File: src/rtl/snax_hwpe_periph_pkg.sv
// Shared definitions for the SNAX HWPE peripheral responder: control register
// indices, job FSM states and the response record also used by the control bridge.
package snax_hwpe_periph_pkg;

   localparam int unsigned REG_TRIGGER    = 0;
   localparam int unsigned REG_STATUS     = 1;
   localparam int unsigned REG_SOFT_CLEAR = 2;
   localparam int unsigned REG_JOB_COUNT  = 3;

   // Widest id the response record can carry; instances narrow it to IdWidth.
   localparam int unsigned MAX_ID_WIDTH = 16;

   typedef enum logic [1:0] {
      JOB_IDLE  = 2'd0,
      JOB_START = 2'd1,
      JOB_BUSY  = 2'd2,
      JOB_DONE  = 2'd3
   } job_state_e;

   typedef struct packed {
      logic [MAX_ID_WIDTH-1:0] r_id;
      logic                    r_valid;
      logic [31:0]             r_data;
   } periph_rsp_t;

endpackage

File: src/rtl/snax_hwpe_job_fsm.sv
// Job-control FSM: trigger/start/busy/done sequencing, sticky done flag and
// completed-job counter. Soft clear overrides every other event.
module snax_hwpe_job_fsm
   import snax_hwpe_periph_pkg::*;
(
   input  logic        clk_i,
   input  logic        rst_i,
   input  logic        trigger_i,
   input  logic        soft_clear_i,
   input  logic        status_rd_i,
   input  logic        done_i,
   output job_state_e  state_o,
   output logic        start_o,
   output logic        evt_o,
   output logic        done_flag_o,
   output logic [31:0] job_count_o
);

   job_state_e  state_q, state_d;
   logic        done_flag_q, done_flag_d;
   logic [31:0] count_q, count_d;

   always_ff @(posedge clk_i or posedge rst_i) begin
      if (rst_i) begin
         state_q     <= JOB_IDLE;
         done_flag_q <= 1'b0;
         count_q     <= '0;
      end else begin
         state_q     <= state_d;
         done_flag_q <= done_flag_d;
         count_q     <= count_d;
      end
   end

   always_comb begin
      state_d     = state_q;
      done_flag_d = done_flag_q;
      count_d     = count_q;
      start_o     = 1'b0;
      evt_o       = 1'b0;
      case (state_q)
         JOB_IDLE:  if (trigger_i) state_d = JOB_START;
         JOB_START: begin
            start_o = 1'b1;
            state_d = JOB_BUSY;
         end
         JOB_BUSY:  if (done_i) state_d = JOB_DONE;
         JOB_DONE:  begin
            evt_o   = 1'b1;
            state_d = JOB_IDLE;
         end
         default:   state_d = JOB_IDLE;
      endcase
      // A STATUS read in the DONE cycle sees the old flag, so setting wins over clearing.
      if (status_rd_i) done_flag_d = 1'b0;
      if (state_q == JOB_DONE) begin
         done_flag_d = 1'b1;
         count_d     = count_q + 32'd1;
      end
      if (soft_clear_i) begin
         state_d     = JOB_IDLE;
         done_flag_d = 1'b0;
         count_d     = '0;
         start_o     = 1'b0;
         evt_o       = 1'b0;
      end
   end

   assign state_o     = state_q;
   assign done_flag_o = done_flag_q;
   assign job_count_o = count_q;

endmodule

File: src/rtl/snax_hwpe_periph_regfile.sv
// Responder end of the HWPE periph control port: register decode, job register
// file and the registered response path, wrapped around the job FSM.
module snax_hwpe_periph_regfile
   import snax_hwpe_periph_pkg::*;
#(
   parameter int NumRegs   = 8,
   parameter int IdWidth   = 5,
   parameter int RegOffset = 4
) (
   input  logic                  clk_i,
   input  logic                  rst_i,
   input  logic                  periph_req_i,
   output logic                  periph_gnt_o,
   input  logic [31:0]           periph_add_i,
   input  logic                  periph_wen_i,
   input  logic [3:0]            periph_be_i,
   input  logic [31:0]           periph_data_i,
   input  logic [IdWidth-1:0]    periph_id_i,
   output logic [31:0]           periph_r_data_o,
   output logic                  periph_r_valid_o,
   output logic [IdWidth-1:0]    periph_r_id_o,
   output logic [NumRegs*32-1:0] job_regs_o,
   output logic                  start_o,
   output logic                  busy_o,
   input  logic                  done_i,
   output logic                  evt_o
);

   // Handshake: every cycle with req high is a granted transfer (gnt mirrors req);
   // exactly one r_valid pulse carrying its id follows one cycle later, and the
   // response side has no ready, so the requester must always accept it.
   assign periph_gnt_o = periph_req_i;

   logic [29:0] word_idx, job_rel;
   logic        wr_req, rd_req, job_hit;
   logic        trigger_wr, soft_clear_wr, status_rd;
   job_state_e  job_state;
   logic        done_flag;
   logic [31:0] job_count, rd_data;
   logic [31:0] job_q [NumRegs];
   periph_rsp_t rsp_q;
   logic        unused_bits;

   assign word_idx      = periph_add_i[31:2];
   assign wr_req        = periph_req_i & ~periph_wen_i;
   assign rd_req        = periph_req_i & periph_wen_i;
   assign trigger_wr    = wr_req && (word_idx == 30'(REG_TRIGGER));
   assign soft_clear_wr = wr_req && (word_idx == 30'(REG_SOFT_CLEAR));
   assign status_rd     = rd_req && (word_idx == 30'(REG_STATUS));
   assign job_rel       = word_idx - 30'(RegOffset);
   assign job_hit       = (word_idx >= 30'(RegOffset)) && (job_rel < 30'(NumRegs));

   snax_hwpe_job_fsm i_job_fsm (
      .clk_i        (clk_i),
      .rst_i        (rst_i),
      .trigger_i    (trigger_wr),
      .soft_clear_i (soft_clear_wr),
      .status_rd_i  (status_rd),
      .done_i       (done_i),
      .state_o      (job_state),
      .start_o      (start_o),
      .evt_o        (evt_o),
      .done_flag_o  (done_flag),
      .job_count_o  (job_count)
   );

   assign busy_o = (job_state != JOB_IDLE);

   // Job registers are frozen while a job runs so the engine sees stable arguments.
   always_ff @(posedge clk_i or posedge rst_i) begin
      if (rst_i) begin
         for (int i = 0; i < NumRegs; i++) job_q[i] <= '0;
      end else if (soft_clear_wr) begin
         for (int i = 0; i < NumRegs; i++) job_q[i] <= '0;
      end else if (wr_req && job_hit && !busy_o) begin
         for (int i = 0; i < NumRegs; i++) begin
            if (job_rel == 30'(i)) begin
               for (int b = 0; b < 4; b++) begin
                  if (periph_be_i[b]) job_q[i][8*b +: 8] <= periph_data_i[8*b +: 8];
               end
            end
         end
      end
   end

   for (genvar g = 0; g < NumRegs; g++) begin : g_job_out
      assign job_regs_o[32*g +: 32] = job_q[g];
   end

   always_comb begin
      rd_data = '0;
      if (job_hit) begin
         for (int i = 0; i < NumRegs; i++) begin
            if (job_rel == 30'(i)) rd_data = job_q[i];
         end
      end else if (word_idx == 30'(REG_STATUS)) begin
         rd_data = {30'd0, done_flag, busy_o};
      end else if (word_idx == 30'(REG_JOB_COUNT)) begin
         rd_data = job_count;
      end
   end

   always_ff @(posedge clk_i or posedge rst_i) begin
      if (rst_i) begin
         rsp_q <= '0;
      end else begin
         rsp_q.r_valid <= periph_req_i;
         rsp_q.r_id    <= MAX_ID_WIDTH'(periph_id_i);
         rsp_q.r_data  <= rd_req ? rd_data : 32'd0;
      end
   end

   assign periph_r_valid_o = rsp_q.r_valid;
   assign periph_r_data_o  = rsp_q.r_data;
   assign periph_r_id_o    = rsp_q.r_id[IdWidth-1:0];
   assign unused_bits      = ^{periph_add_i[1:0], rsp_q.r_id};

endmodule

File: config.mk
export PLATFORM = sky130hd
export DESIGN_NAME = snax_hwpe_periph_regfile
export DESIGN_NICKNAME = d
export VERILOG_FILES = /design/src/rtl/snax_hwpe_periph_pkg.sv /design/src/rtl/snax_hwpe_job_fsm.sv /design/src/rtl/snax_hwpe_periph_regfile.sv
export SDC_FILE = /design/constraint.sdc
export NUM_CORES = 1
export LEC_CHECK = 0
export CAP_MARGIN = 20
export CORE_UTILIZATION = 45
export DETAILED_ROUTE_END_ITERATION = 10
export MAX_ROUTING_LAYER = met4
export PLACE_DENSITY = 0.76
export REMOVE_ABC_BUFFERS = 1
export SKIP_CTS_REPAIR_TIMING = 1
export SLEW_MARGIN = 20
export SYNTH_ARGS = -nofsm -noshare
export SYNTH_HDL_FRONTEND = slang
export SYNTH_SLANG_ARGS = --single-unit
File: constraint.sdc
create_clock -name clk_i -period 15.6 [get_ports clk_i]
set_clock_uncertainty 0.2 [all_clocks]
set_input_delay 3.12 -clock clk_i [delete_from_list [all_inputs] [get_ports clk_i]]
set_output_delay 3.12 -clock clk_i [all_outputs]
set_load 0.05 [all_outputs]
==> flow_summary_export.csv <==
group,metric,value,unit
min_path,hold_class,"reg2reg",
placed_design,place.gp.congestion,0.856,
synth,synth.area.top_cells,"dfrtp_1, mux2i_1, nor2_1",
synth,seq_area_frac_synth,48.1,%
setup_path,worstPathRequired,12280,ps
clocking,cts_tree,"built",
route,drtPass1Iterations,8,
pwr,vdd_drop_max,0.0830,mV
clocking,numCtsBuffers,37,
global_route,first_global_vias,14600,
setup_path,start_kind,"primary input",
global_route,grt_start_max_net_pins,135,
clocking,clk_pin_slew,60,ps
timing,max_freq,96.1,MHz
synth,synth_edf_count,0,
timing,rsz0062_at_grt,"false",
setup_path,r2r_slack,12140,ps
route,ant_nets,0,
route,via_per_inst,5.88,
route,routed_wl,59.3,mm
synth,ys_ff_latch,329,
synth,yosys.area.top_type_share,48.1,%
synth,async_flop_share,100,%
die,rows,71,
pwr,powerDensity,88.0,nW/um^2
setup_path,r2r_cells,9,
die,initial_core_util,45.5,%
synth,synth_cells,1643,
placed_design,dpl.hpwl,38.1,mm
route,wl_per_cell,23.9,um
cells_and_area,layout-drive-gt1-share,7.67,%
die,die_h,197,um
timing,slew_headroom,24.0,%
cells_and_area,final_core_util,59.5,%
setup_path,r2r_start,"i_job_fsm.state_o[0]$_DFFE_PP0P_",
global_route,grt_pass1_wl,88.9,mm
clocking,cts-root-buf,"clkbuf_16",
outcome,status,"finished clean",
timing,whs,317,ps
timing,slew_violations,0,
global_route,grt-ovfl-total,0,
timing,final-hold-violation-count,0,
min_path,whs_path_depth,2,
setup_path,critPathMaxFanout,14,
pwr,leakage,0.00949,uW
pwr,power,1970,uW
placed_design,io_buffer_count,373,
clocking,cts_sinks,329,
timing,worst-slew-pin-transition,1130,ps
min_path,hold_end,"i_job_fsm.done_flag_o$_DFFE_PP0P_",
clocking,worstSkewPairLatency,540,ps
route,drc,0,
synth,avgSynthCellArea,10.4,sq um
synth,synth.distinct_cells,65,
cells_and_area,area_growth,30.7,%
die,die_area,38800,sq um
die,core-area,37600,sq um
global_route,track_usage,31.2,%
die,io_pins,376,
clocking,clockBufferDepth,3,
clocking,cts_max_level,2,
global_route,antenna_found_initial,4,
setup_path,r2r-end,"job_regs_o[34]$_DFFE_PP0P_",
setup_path,critPathKind,"in2out",
timing,finalSetupViolCount,0,
die,die_w,197,um
placed_design,pre_cts_slack,5110,ps
route,dr_total_vias,14600,
timing,setup_slack,5200,ps
synth,synth_flop_cell,"dfrtp_1",
synth,yosys.area.top_type,"dfrtp_1",
min_path,hp-start,"i_job_fsm.done_flag_o$_DFFE_PP0P_",
timing,post-route-min-period,10400,ps
cells_and_area,final_net_count,2034,
synth,synth_area,17100,sq um
synth,yosys_warnings,0,
setup_path,worstSetupEndpointType,"primary output",
setup_path,crit_arrival,7080,ps
route,drt_iter0_drc,1043,
timing,period_share,66.7,%
flow_run,drv_cap,0,
timing,setup-tns-final,0,ps
power by group:
group          internal, uW  total, uW  switching [uW]
clock network           521        873             352
registers               876        905            29.4
logic                  67.5        190             123
how the worst max path moves through the flow:
| stage | cells after the start | startpoint | endpoint |
|---|---|---|---|
| floorplan | 6 | periph_add_i[21] | evt_o |
| global placement | 8 | periph_add_i[21] | start_o |
| detailed placement | 8 | periph_add_i[21] | start_o |
| CTS | 8 | periph_add_i[21] | start_o |
| global route | 8 | periph_add_i[21] | evt_o |
| finish | 8 | periph_add_i[21] | start_o |
worst max-delay path: stages:
cell             delay (ps)
clkdlybuf4s50_1         400
nor4_1                  580
nand4_1                 350
nor4_1                  760
nand4b_1                270
nor3_2                  760
nor2b_1                 100
clkdlybuf4s50_1         740
area by class of cell:
| cell class | count | area (sq um) |
|---|---|---|
| fill | 3150 | 15200 |
| multi-input combinational | 1159 | 8300 |
| sequential | 329 | 8230 |
| timing repair buffer | 396 | 3910 |
| clock buffer | 56 | 1110 |
| tap | 511 | 639 |
| inverter | 23 | 93.8 |
| clock inverter | 5 | 78.8 |
| antenna | 4 | 10.0 |
cell families after synthesis:
logic type	Yosys count	share of synthesized area, %
xor+xnor	31	1.59
buf+inv	155	3.74
mux	305	19.5
compound gates	197	7.91
simple gates	616	18.5
flops	329	48.1
fa+ha+maj	10	0.731
through the flow:
step | instance area (sq um) | instances
after floorplan | 16600 | 1511
after global placement | 21200 | 2418
after detailed placement | 21200 | 2418
after CTS | 22300 | 2479
after global routing | 22400 | 2483
final | 22400 | 2483
sequential cells by signal, summed over array words and instances, names as in the netlist:
name	cells
job_regs_o	256
i_job_fsm.job_count_o	32
periph_r_data_o	32
periph_r_id_o	5
i_job_fsm.state_o	2
i_job_fsm.done_flag_o	1
periph_r_valid_o	1
Yosys cell counts, types with 21 or more instances:
cell / count
a21oi_1: 37
buf_1: 35
clkbuf_1: 80
dfrtp_1: 329
inv_1: 22
mux2i_1: 279
mux4_2: 22
nand2_1: 97
nand3_1: 43
nand4_1: 28
nor2_1: 319
nor3_4: 32
o21ai_0: 56
or3_1: 21
layout by cell type (no fill, tap or decap), drive strengths merged, types with 12 or more instances in the layout:
master         instances
mux2i                279
o21ai                 56
a22oi                 14
inv                   23
nand2                 97
nand4                 29
clkbuf                56
o22ai                 14
a21oi                 37
o2111a                12
nor2                 320
dfrtp                329
or3                   21
clkdlybuf4s50        371
xor2                  20
a221oi                13
buf                   25
mux4                  22
nand3                 43
nor3                  40
per-layer routing:
layer / vias to the layer above / track usage (%) / routed length [um]
li1: 6455 / - / -
met1: 7331 / 40.0 / 24000
met2: 690 / 48.5 / 28000
met3: 135 / 6.64 / 5100
met4: 0 / 12.0 / 2260
met5: - / - / 0
(Power assumes the default switching activity.)
